[config.mk]
export PLATFORM = sky130hd
export DESIGN_NAME = bus_arbiter2
export DESIGN_NICKNAME = d
export VERILOG_FILES = /design/src/rtl/bus_if_types_pkg.sv /design/src/rtl/bus_arbiter2.sv
export SDC_FILE = /design/constraint.sdc
export NUM_CORES = 1
export LEC_CHECK = 0
export ABC_CLOCK_PERIOD_IN_PS = 1700
export CAP_MARGIN = 10
export CORE_AREA = 5 5 117 119
export CTS_CLUSTER_SIZE = 14
export DETAILED_ROUTE_END_ITERATION = 10
export DIE_AREA = 0 0 122 124
export GPL_TIMING_DRIVEN = 0
export PLACE_DENSITY = 0.63
export SYNTH_ARGS = -nofsm -noshare
export SYNTH_HDL_FRONTEND = slang
export SYNTH_SLANG_ARGS = --single-unit
[constraint.sdc]
create_clock -name clk -period 1.7 [get_ports clk]
set_clock_uncertainty 0.05 [all_clocks]
set_input_delay 0.255 -clock clk [delete_from_list [all_inputs] [get_ports clk]]
set_output_delay 0.255 -clock clk [all_outputs]
set_load 0.02 [all_outputs]
[src/rtl/bus_if_types_pkg.sv]
// Bus transaction field types shared by rv_core, the bus arbiter and slave fabric.
package bus_if_types_pkg;

  typedef enum logic {
    READ  = 1'b0,
    WRITE = 1'b1
  } ttype_e;

  typedef enum logic [1:0] {
    BYTE = 2'd0,
    HALF = 2'd1,
    WORD = 2'd2
  } tsize_e;

endpackage

[src/rtl/bus_arbiter2.sv]
// Two-master round-robin arbiter sharing one slave port between ibus (m0) and dbus (m1).
// One transaction is granted at a time; completion is routed back only to its owner.
module bus_arbiter2
  import bus_if_types_pkg::*;
#(
  parameter bit RESET_PRIO = 1'b1
) (
  input  logic        clk,
  input  logic        rst,
  input  logic        m0_bstart,
  input  ttype_e      m0_ttype,
  input  tsize_e      m0_tsize,
  input  logic [31:0] m0_addr,
  input  logic [31:0] m0_wdata,
  output logic [31:0] m0_rdata,
  output logic        m0_bdone,
  input  logic        m1_bstart,
  input  ttype_e      m1_ttype,
  input  tsize_e      m1_tsize,
  input  logic [31:0] m1_addr,
  input  logic [31:0] m1_wdata,
  output logic [31:0] m1_rdata,
  output logic        m1_bdone,
  output logic        s_breq,
  output logic        s_bstart,
  output ttype_e      s_ttype,
  output tsize_e      s_tsize,
  output logic [31:0] s_addr,
  output logic [31:0] s_wdata,
  input  logic [31:0] s_rdata,
  input  logic        s_bdone,
  output logic [1:0]  gnt
);

  typedef enum logic [1:0] {
    IDLE  = 2'd0,
    BUSY0 = 2'd1,
    BUSY1 = 2'd2
  } state_e;

  state_e state;
  logic   prio;

  // On completion the finishing master is excluded from the next pick, so a
  // bstart still high in its bdone cycle is never re-granted.
  always_ff @(posedge clk or posedge rst) begin
    if (rst) begin
      state <= IDLE;
      gnt   <= 2'b00;
      prio  <= RESET_PRIO;
    end else begin
      case (state)
        IDLE: begin
          if (m0_bstart && (!m1_bstart || !prio)) begin
            state <= BUSY0;
            gnt   <= 2'b01;
            prio  <= 1'b1;
          end else if (m1_bstart) begin
            state <= BUSY1;
            gnt   <= 2'b10;
            prio  <= 1'b0;
          end
        end
        BUSY0: begin
          if (s_bdone) begin
            if (m1_bstart) begin
              state <= BUSY1;
              gnt   <= 2'b10;
              prio  <= 1'b0;
            end else begin
              state <= IDLE;
              gnt   <= 2'b00;
            end
          end else if (!m0_bstart) begin
            state <= IDLE;
            gnt   <= 2'b00;
          end
        end
        BUSY1: begin
          if (s_bdone) begin
            if (m0_bstart) begin
              state <= BUSY0;
              gnt   <= 2'b01;
              prio  <= 1'b1;
            end else begin
              state <= IDLE;
              gnt   <= 2'b00;
            end
          end else if (!m1_bstart) begin
            state <= IDLE;
            gnt   <= 2'b00;
          end
        end
        default: begin
          state <= IDLE;
          gnt   <= 2'b00;
        end
      endcase
    end
  end

  always_comb begin
    s_bstart = 1'b0;
    s_ttype  = READ;
    s_tsize  = WORD;
    s_addr   = 32'd0;
    s_wdata  = 32'd0;
    if (gnt[0]) begin
      s_bstart = m0_bstart;
      s_ttype  = m0_ttype;
      s_tsize  = m0_tsize;
      s_addr   = m0_addr;
      s_wdata  = m0_wdata;
    end else if (gnt[1]) begin
      s_bstart = m1_bstart;
      s_ttype  = m1_ttype;
      s_tsize  = m1_tsize;
      s_addr   = m1_addr;
      s_wdata  = m1_wdata;
    end
  end

  assign s_breq   = |gnt;
  assign m0_bdone = gnt[0] & s_bdone;
  assign m1_bdone = gnt[1] & s_bdone;
  assign m0_rdata = s_rdata;
  assign m1_rdata = s_rdata;

endmodule

==> results of run 1 <==
==> sequential cells by signal, summed over array words and instances, names as in the netlist <==
register and count:
state 2, prio 1
==> power by group <==
part | internal (mW) | switching [mW] | leakage [nW] | total [mW]
sequential | 0.123 | 0.0460 | 0.0334 | 0.169
clock | 0.310 | 0.0662 | 0.0382 | 0.376
combinational | 3.16 | 2.94 | 2.07 | 6.10
total | 3.59 | 3.05 | 2.14 | 6.65
==> what timing repair did <==
item / in CTS / in global routing
pin swaps: 12 / 13
gates cloned: 2 / 0
setup endpoints to repair: 73 / 73
setup buffers: 8 / 3
resized for setup: 411 / 8
==> layout make-up <==
type                       instances  area (µm²)
multi-input combinational         97       947.2
clock buffer                       4       78.83
tap                              172       215.2
sequential                         3       78.83
fill                            1279        7671
timing repair buffer             286        2830
inverter                           6       30.03
buffer                            78       614.3
==> final timing paths <==
kind,to,depth (start not counted)
min in group clk,state[1]$_DFFE_PP0P_,1
max in group asynchronous,prio$_DFFE_PP1P_,2
hold reg to reg,state[1]$_DFFE_PP0P_,1
hold / removal,state[1]$_DFFE_PP0P_,2
setup / recovery,s_addr[14],7
setup reg to reg,prio$_DFFE_PP1P_,7
==> per-layer routing <==
metal / track usage / share of wire / routed length [µm] / vias to the layer above
met1: 0.1212 / 0.34 / 3478 / 1099
met5: 0 / 0 / 0 / -
li1: - / - / - / 1207
met4: 0.01891 / 0.0098 / 99 / 0
met2: 0.2241 / 0.55 / 5548 / 164
met3: 0.03043 / 0.10 / 1028 / 11
==> placed cells by master, fill, tap and decap left out, types with 3 or more instances in the layout <==
cell type,n
a22o_1,61
a22o_4,6
and2_1,3
buf_4,101
buf_6,47
clkbuf_1,4
clkbuf_16,3
clkdlybuf4s50_1,204
ha_1,4
inv_1,4
==> cells by family (layout without fill, tap and decap cells) <==
family | Yosys count | after routing
compound gates | 76 | 76
fa+ha+maj | 7 | 7
buf+inv | 85 | 374
flops | 3 | 3
mux | 4 | 4
simple gates | 10 | 10
==> results.ini, run 1 <==
[cells_and_area]
drive_above_1_share=0.3755
fin_nets=653
final_util=0.3846
final_cells=646
num_antenna_cells=0
syn2layout_area_growth_pct=211.8
fin_area_um2=4795

[clock_network]
cts_hold_buf=0
max-clock-path-buffers=2
numClockSinks=3
clkTransAtPathRegs_ns=0.03
htree_levels=1
insertion_delay_ns=0.23
cts_tree=done
root_buffer=clkbuf_16
cts_buffers=3

[worst_setup_path]
rrSetupSlack_ns=-0.05
cp_slowest_stage_delay_ns=0.41
cp_max_fo=7
worstSetupPathType=flop to output pin
cp_top_family=buffers and inverters
cp_slowest_cell=dfrtp_2
crit_buf_inv=5
arrival_ns=1.53
crit_path_start=state[0]$_DFFE_PP0P_
reg2reg_from=state[0]$_DFFE_PP0P_
setup.worst_path.start_class=flop
cp_cell_sequence=buf_8 > nor2_4 > buf_12 > buf_12 > buf_6 > a22o_1 > buf_6
endpoint_kind=output pin
required_ns=1.39

[global_routing]
gr-usage-all-layers=0.1133
grt_overflow=0
grt_pass1_vias=2643
grt_max_degree=11
grt_pass1_wl_mm=13.78
antenna_found_initial=0

[routing]
wirelength_mm=10.15
final_antenna_net_count=0
drc_errors=0
initialDrtViolationCount=30
via_per_inst=3.841
drt_pass1_iterations=4
wl_per_cell_um=15.72
vias=2481

[power]
p_leak_nw=2.144
power.total_mw=6.646
irDropWorstVdd_mv=0.6787
powerDensity_nw_per_um2=1386

[logic_synthesis]
ys_top_cells_by_area=a22o_1, buf_4, ha_1
synth_top_cell_by_area=a22o_1
yosysMostFrequentCell=a22o_1
synth_cell_types=28
yosys_most_used_dff=dfrtp_1
synth_compound_area_frac=0.4288
syn_inst=185
synthSimpleGateAreaFrac=0.04475
async_reset_ff_frac=1.000
synth_seq_cells=3
synth-edff-count=0
syn_area_um2=1538
synth_top_family_by_area=compound AO/OA/AOI/OAI gates
yosysTopAreaCellShare=0.3816
synth-seq-area-share=0.04963
syn_avg_cell_area_um2=8.312
synth_mux_area_frac=0.03011
yosys_warnings=0
synth_xor_area_frac=0
synth_common_cells=a22o_1, buf_4, ha_1
synth_fp_nets=363
synthAdderAreaFrac=0.05696

[run]
max_cap_violations=0

[die]
die-area_um2=15130
rows=41
fp.dieW_um=122
core_um2=12470
start_util=0.1234
die_height_um=124
num_io_pins=308

[placement]
dpl-instance-area_um2=4539
placement.io_buffers=275
gp_congestion=0.8085
dp_slack_ns=-0.6330
placed_cells=632
dpl.hpwl_mm=8.699

[timing]
fin_crit_sh=1.082
hold_viol_final=0
setup_viol=72
rsz0062_at_grt=true
hold_ws_ns=0.1607
setup_tns_ns=-5.395
maxSlewViolCount=0
period_minus_slack_ns=1.840
slew_headroom=0.7228
fin_ws_ns=-0.1397
worst_pin_slew_ns=0.4158
max_clock_freq_mhz=543.6

[run_status]
status=finished, violations left
violations=setup timing

[hold_path]
hp-class=primary input to async pin

Power figures use the tool's default switching activity.
==> run 2: changes to the inputs <==
--- a/config.mk
+++ b/config.mk
@@ -7,12 +7,12 @@
 export LEC_CHECK = 0
 export ABC_CLOCK_PERIOD_IN_PS = 1700
 export CAP_MARGIN = 10
-export CORE_AREA = 5 5 117 119
+export CORE_AREA = 2 2 121 123
 export CTS_CLUSTER_SIZE = 14
 export DETAILED_ROUTE_END_ITERATION = 10
-export DIE_AREA = 0 0 122 124
+export DIE_AREA = 0 0 123 125
 export GPL_TIMING_DRIVEN = 0
-export PLACE_DENSITY = 0.63
+export PLACE_DENSITY = 0.57
 export SYNTH_ARGS = -nofsm -noshare
 export SYNTH_HDL_FRONTEND = slang
 export SYNTH_SLANG_ARGS = --single-unit
==> results.ini, run 2 (same netlist as run 1, synthesis figures left out) <==
[die]
fp.dieW_um=123
die-area_um2=15380
die_height_um=125
num_io_pins=308
rows=44
core_um2=14200
start_util=0.1083

[placement]
placed_cells=644
placement.io_buffers=275
dp_slack_ns=-0.6364
dpl.hpwl_mm=8.133
dpl-instance-area_um2=4554
gp_congestion=0.7748

[global_routing]
gr-usage-all-layers=0.1100
grt_max_degree=11
grt_pass1_vias=2620
antenna_found_initial=0
grt_overflow=0
grt_pass1_wl_mm=13.39

[cells_and_area]
final_cells=664
reg.largest.list=state: 2 flops, prio: 1 flops
largest_register=state
syn2layout_area_growth_pct=222.0
final_util=0.3486
fin_nets=659
final_common_cell=clkdlybuf4s50_1
drive_above_1_share=0.3750
num_antenna_cells=0
layout_common_cells=clkdlybuf4s50_1, buf_4, buf_6, a22o_1, buf_8
largest_reg_flops=2
fin_area_um2=4951

[timing]
hold_ws_ns=0.1542
worst_pin_slew_ns=0.4691
setup_viol=68
hold_viol_final=0
period_minus_slack_ns=1.845
fin_ws_ns=-0.1447
slew_headroom=0.6873
fin_crit_sh=1.085
max_clock_freq_mhz=542.1
rsz0062_at_grt=true
maxSlewViolCount=0

[worst_setup_path]
cp_max_fo=10
required_ns=1.39
crit_buf_inv=5
worstSetupPathType=flop to output pin
crit_top_cell=buf_6
cp_top_family=buffers and inverters
setup.worst_path.start_class=flop
endpoint_kind=output pin
cp_slowest_cell=dfrtp_2
cp_slowest_stage_delay_ns=0.41
arrival_ns=1.54
cp_cell_sequence=buf_8 > nor2_4 > buf_6 > buf_6 > buf_8 > a22o_1 > buf_6

[power]
powerDensity_nw_per_um2=1410
p_leak_nw=2.198
irDropWorstVdd_mv=0.4609

[clock_network]
numClockSinks=3
cts_buffers=3
insertion_delay_ns=0.22
root_buffer=clkbuf_16
htree_levels=1
clkTransAtPathRegs_ns=0.03
cts_tree=done
cts_hold_buf=0
max-clock-path-buffers=2

[routing]
drc_errors=0
initialDrtViolationCount=41
vias=2514
wl_per_cell_um=14.54
drt_pass1_iterations=4
wirelength_mm=9.655
final_antenna_net_count=0
via_per_inst=3.786

[run_status]
status=finished, violations left
violations=setup timing

[hold_path]
hp-class=primary input to async pin

[run]
max_cap_violations=0

==> run 2: changes by cell type in the layout (fill, tap and decap cells not counted), moves of 4 or more <==
cell and change:
a22o_1 +5, buf_8 +4, a22o_4 -5, buf_6 +22, buf_4 -20
==> run 2: final timing paths <==
check	from	end	slack, ns	cells past startpoint
worst max-delay path	state[0]$_DFFE_PP0P_	s_wdata[3]	-0.14	7
worst min-delay path	rst	state[1]$_DFFE_PP0P_	0.15	2
worst max register to register	state[0]$_DFFE_PP0P_	state[1]$_DFFE_PP0P_	-0.04	7
worst min register to register	prio$_DFFE_PP1P_	prio$_DFFE_PP1P_	0.60	1
max in group asynchronous	rst	prio$_DFFE_PP1P_	1.24	2
min in group clk	prio$_DFFE_PP1P_	prio$_DFFE_PP1P_	0.60	1
==> run 2: timing repair <==
| action | CTS | global route |
|---|---|---|
| setup endpoints to repair | 73 | 72 |
| pin swaps | 9 | 11 |
| gates cloned | 4 | 1 |
| setup buffers | 15 | 1 |
| hold endpoints to repair | 0 | 0 |
| gates resized for setup | 429 | 10 |
==> run 2: power by group <==
| group | internal, mW | switching (mW) |
|---|---|---|
| registers | 0.123 | 0.0414 |
| clock network | 0.310 | 0.0652 |
| logic | 3.48 | 2.96 |
==> run 2: stage by stage <==
stage	setup TNS (ns)	total power [mW]
2_1_floorplan	-0.01127	3.207
3_3_place_gp	-36.29	5.672
3_5_place_dp	-36.60	5.709
4_1_cts	-9.483	6.916
5_1_grt	-11.85	7.376
6_report	-7.108	6.982
==> run 2: per-layer routing <==
layer / routed length (µm) / track usage
met3: 904 / 0.02418
met5: 0 / 0
met2: 5386 / 0.2314
met4: 176 / 0.02607
met1: 3187 / 0.1026
==> run 2: area by class of cell <==
class / count / area (µm²)
multi-input cells: 97 / 897.1
clock buffers: 4 / 78.83
well taps: 184 / 230.2
flip-flops and latches: 3 / 78.83
repair buffers: 295 / 3035
plain buffers: 75 / 598.1
fillers: 1435 / 9253
inverters: 6 / 32.53
==> run 3: changes to the inputs <==
--- a/config.mk
+++ b/config.mk
@@ -16,3 +16,4 @@
 export SYNTH_ARGS = -nofsm -noshare
 export SYNTH_HDL_FRONTEND = slang
 export SYNTH_SLANG_ARGS = --single-unit
+export TNS_END_PERCENT = 20
==> results.ini, run 3 (same netlist as run 1, synthesis figures left out) <==
[run_status]
status=finished, violations left
violations=setup timing

[worst_setup_path]
worstSetupPathType=flop to output pin
setup.worst_path.start_class=flop
endpoint_kind=output pin
required_ns=1.39
arrival_ns=1.55
cp_max_fo=10
reg2regPathDepth=7

[cells_and_area]
fin_area_um2=4772
largest_reg_flops=2
syn2layout_area_growth_pct=210.3
final_common_cell=clkdlybuf4s50_1
num_antenna_cells=0
drive_above_1_share=0.3679
fillCellCount=1473
largest_register=state
final_util=0.3360
fin_nets=652
reg.largest.list=state: 2 flops, prio: 1 flops
final_cells=657
layout_common_cells=clkdlybuf4s50_1, buf_4, a22o_1, buf_6, buf_8

[placement]
placed_cells=644
gp_congestion=0.7748
placement.io_buffers=275
dpl.hpwl_mm=8.133
dpl-instance-area_um2=4554
dp_slack_ns=-0.6364

[die]
core_um2=14200
die-area_um2=15380
start_util=0.1083
num_io_pins=308
fp.dieW_um=123
die_height_um=125
rows=44

[hold_path]
hp-class=primary input to async pin

[power]
p_leak_nw=2.138
powerDensity_nw_per_um2=1364
irDropWorstVdd_mv=0.4100

[timing]
worst_pin_slew_ns=0.4677
fin_ws_ns=-0.1571
fin_crit_sh=1.092
slew_headroom=0.6882
hold_viol_final=0
setup_viol=67
period_minus_slack_ns=1.857
rsz0062_at_grt=true
maxSlewViolCount=0
max_clock_freq_mhz=538.5

[routing]
drc_errors=0
via_per_inst=3.801
routed.top_layer=met4
vias=2497
wl_per_cell_um=14.36
drt_pass1_iterations=4
wl_met2_mm=5.173
wirelength_mm=9.435
initialDrtViolationCount=43
final_antenna_net_count=0
wl_met3_um=918
routedLengthMet1_mm=3.124

[clock_network]
htree_levels=1
numClockSinks=3
cts_buffers=3
insertion_delay_ns=0.23
max-clock-path-buffers=2
root_buffer=clkbuf_16
clkTransAtPathRegs_ns=0.03
cts_tree=done

[global_routing]
grt_pass1_wl_mm=13.16
grt_max_degree=11
grt_pass1_vias=2577
gr-usage-all-layers=0.1079
antenna_found_initial=0
grt_overflow=0

[run]
max_cap_violations=0

[run 3: repair_timing]
item / 4_1_cts / 5_1_grt
pin swaps: 7 / 7
hold buffers: 0 / 0
buffers inserted: 7 / 1
cloned: 3 / 0
endpoints found under the setup margin: 73 / 72
gates resized for setup: 406 / 9
[run 3: report_power, final]
group	switching [mW]	leakage, nW	total, mW	internal (mW)
Combinational	2.85	2.07	5.96	3.11
Sequential	0.0516	0.0334	0.174	0.123
Clock	0.0653	0.0382	0.375	0.310
Total	2.97	2.14	6.51	3.55
[run 3: final timing paths]
check                                      from              endpoint  slack (ns)
setup / recovery           state[1]$_DFFE_PP0P_            s_wdata[3]       -0.16
hold / removal                              rst  state[1]$_DFFE_PP0P_        0.15
min in group clk           state[1]$_DFFE_PP0P_  state[1]$_DFFE_PP0P_        0.59
hold reg to reg            state[1]$_DFFE_PP0P_  state[1]$_DFFE_PP0P_        0.59
max in group asynchronous                   rst      prio$_DFFE_PP1P_        1.24
setup reg to reg           state[0]$_DFFE_PP0P_      prio$_DFFE_PP1P_       -0.04
[run 3: final cells by class]
class	instances	area [µm²]	share of cell area
timing repair buffer	286	2835	0.5941
multi-input combinational	97	907.1	0.1901
buffer	77	609.3	0.1277
tap	184	230.2	0.04824
sequential	3	78.83	0.01652
clock buffer	4	78.83	0.01652
inverter	6	32.53	0.006817
[run 3: critical path: stages (launching register included)]
cell and delay, ns:
dfrtp_2 0.45, inv_4 0.11, nor2_4 0.06, buf_6 0.11, buf_6 0.12, buf_8 0.13
a22o_1 0.21, buf_6 0.13
[run 3: routing by layer]
layer  vias to the layer above  track usage
met5                         -            0
met4                         0      0.02607
met3                        15      0.02327
met2                       162       0.2262
met1                      1114       0.1015
li1                       1206            -
[run 3: stage by stage]
stage / setup TNS, ns / power, mW / hold slack (ns)
after floorplan: -0.01127 / 3.207 / -0.04215
after global placement: -36.29 / 5.672 / 0.3805
after detailed placement: -36.60 / 5.709 / 0.3919
final: -6.909 / 6.511 / 0.1539
after global routing: -11.49 / 6.892 / 0.1688
after CTS: -9.576 / 6.508 / 0.1540
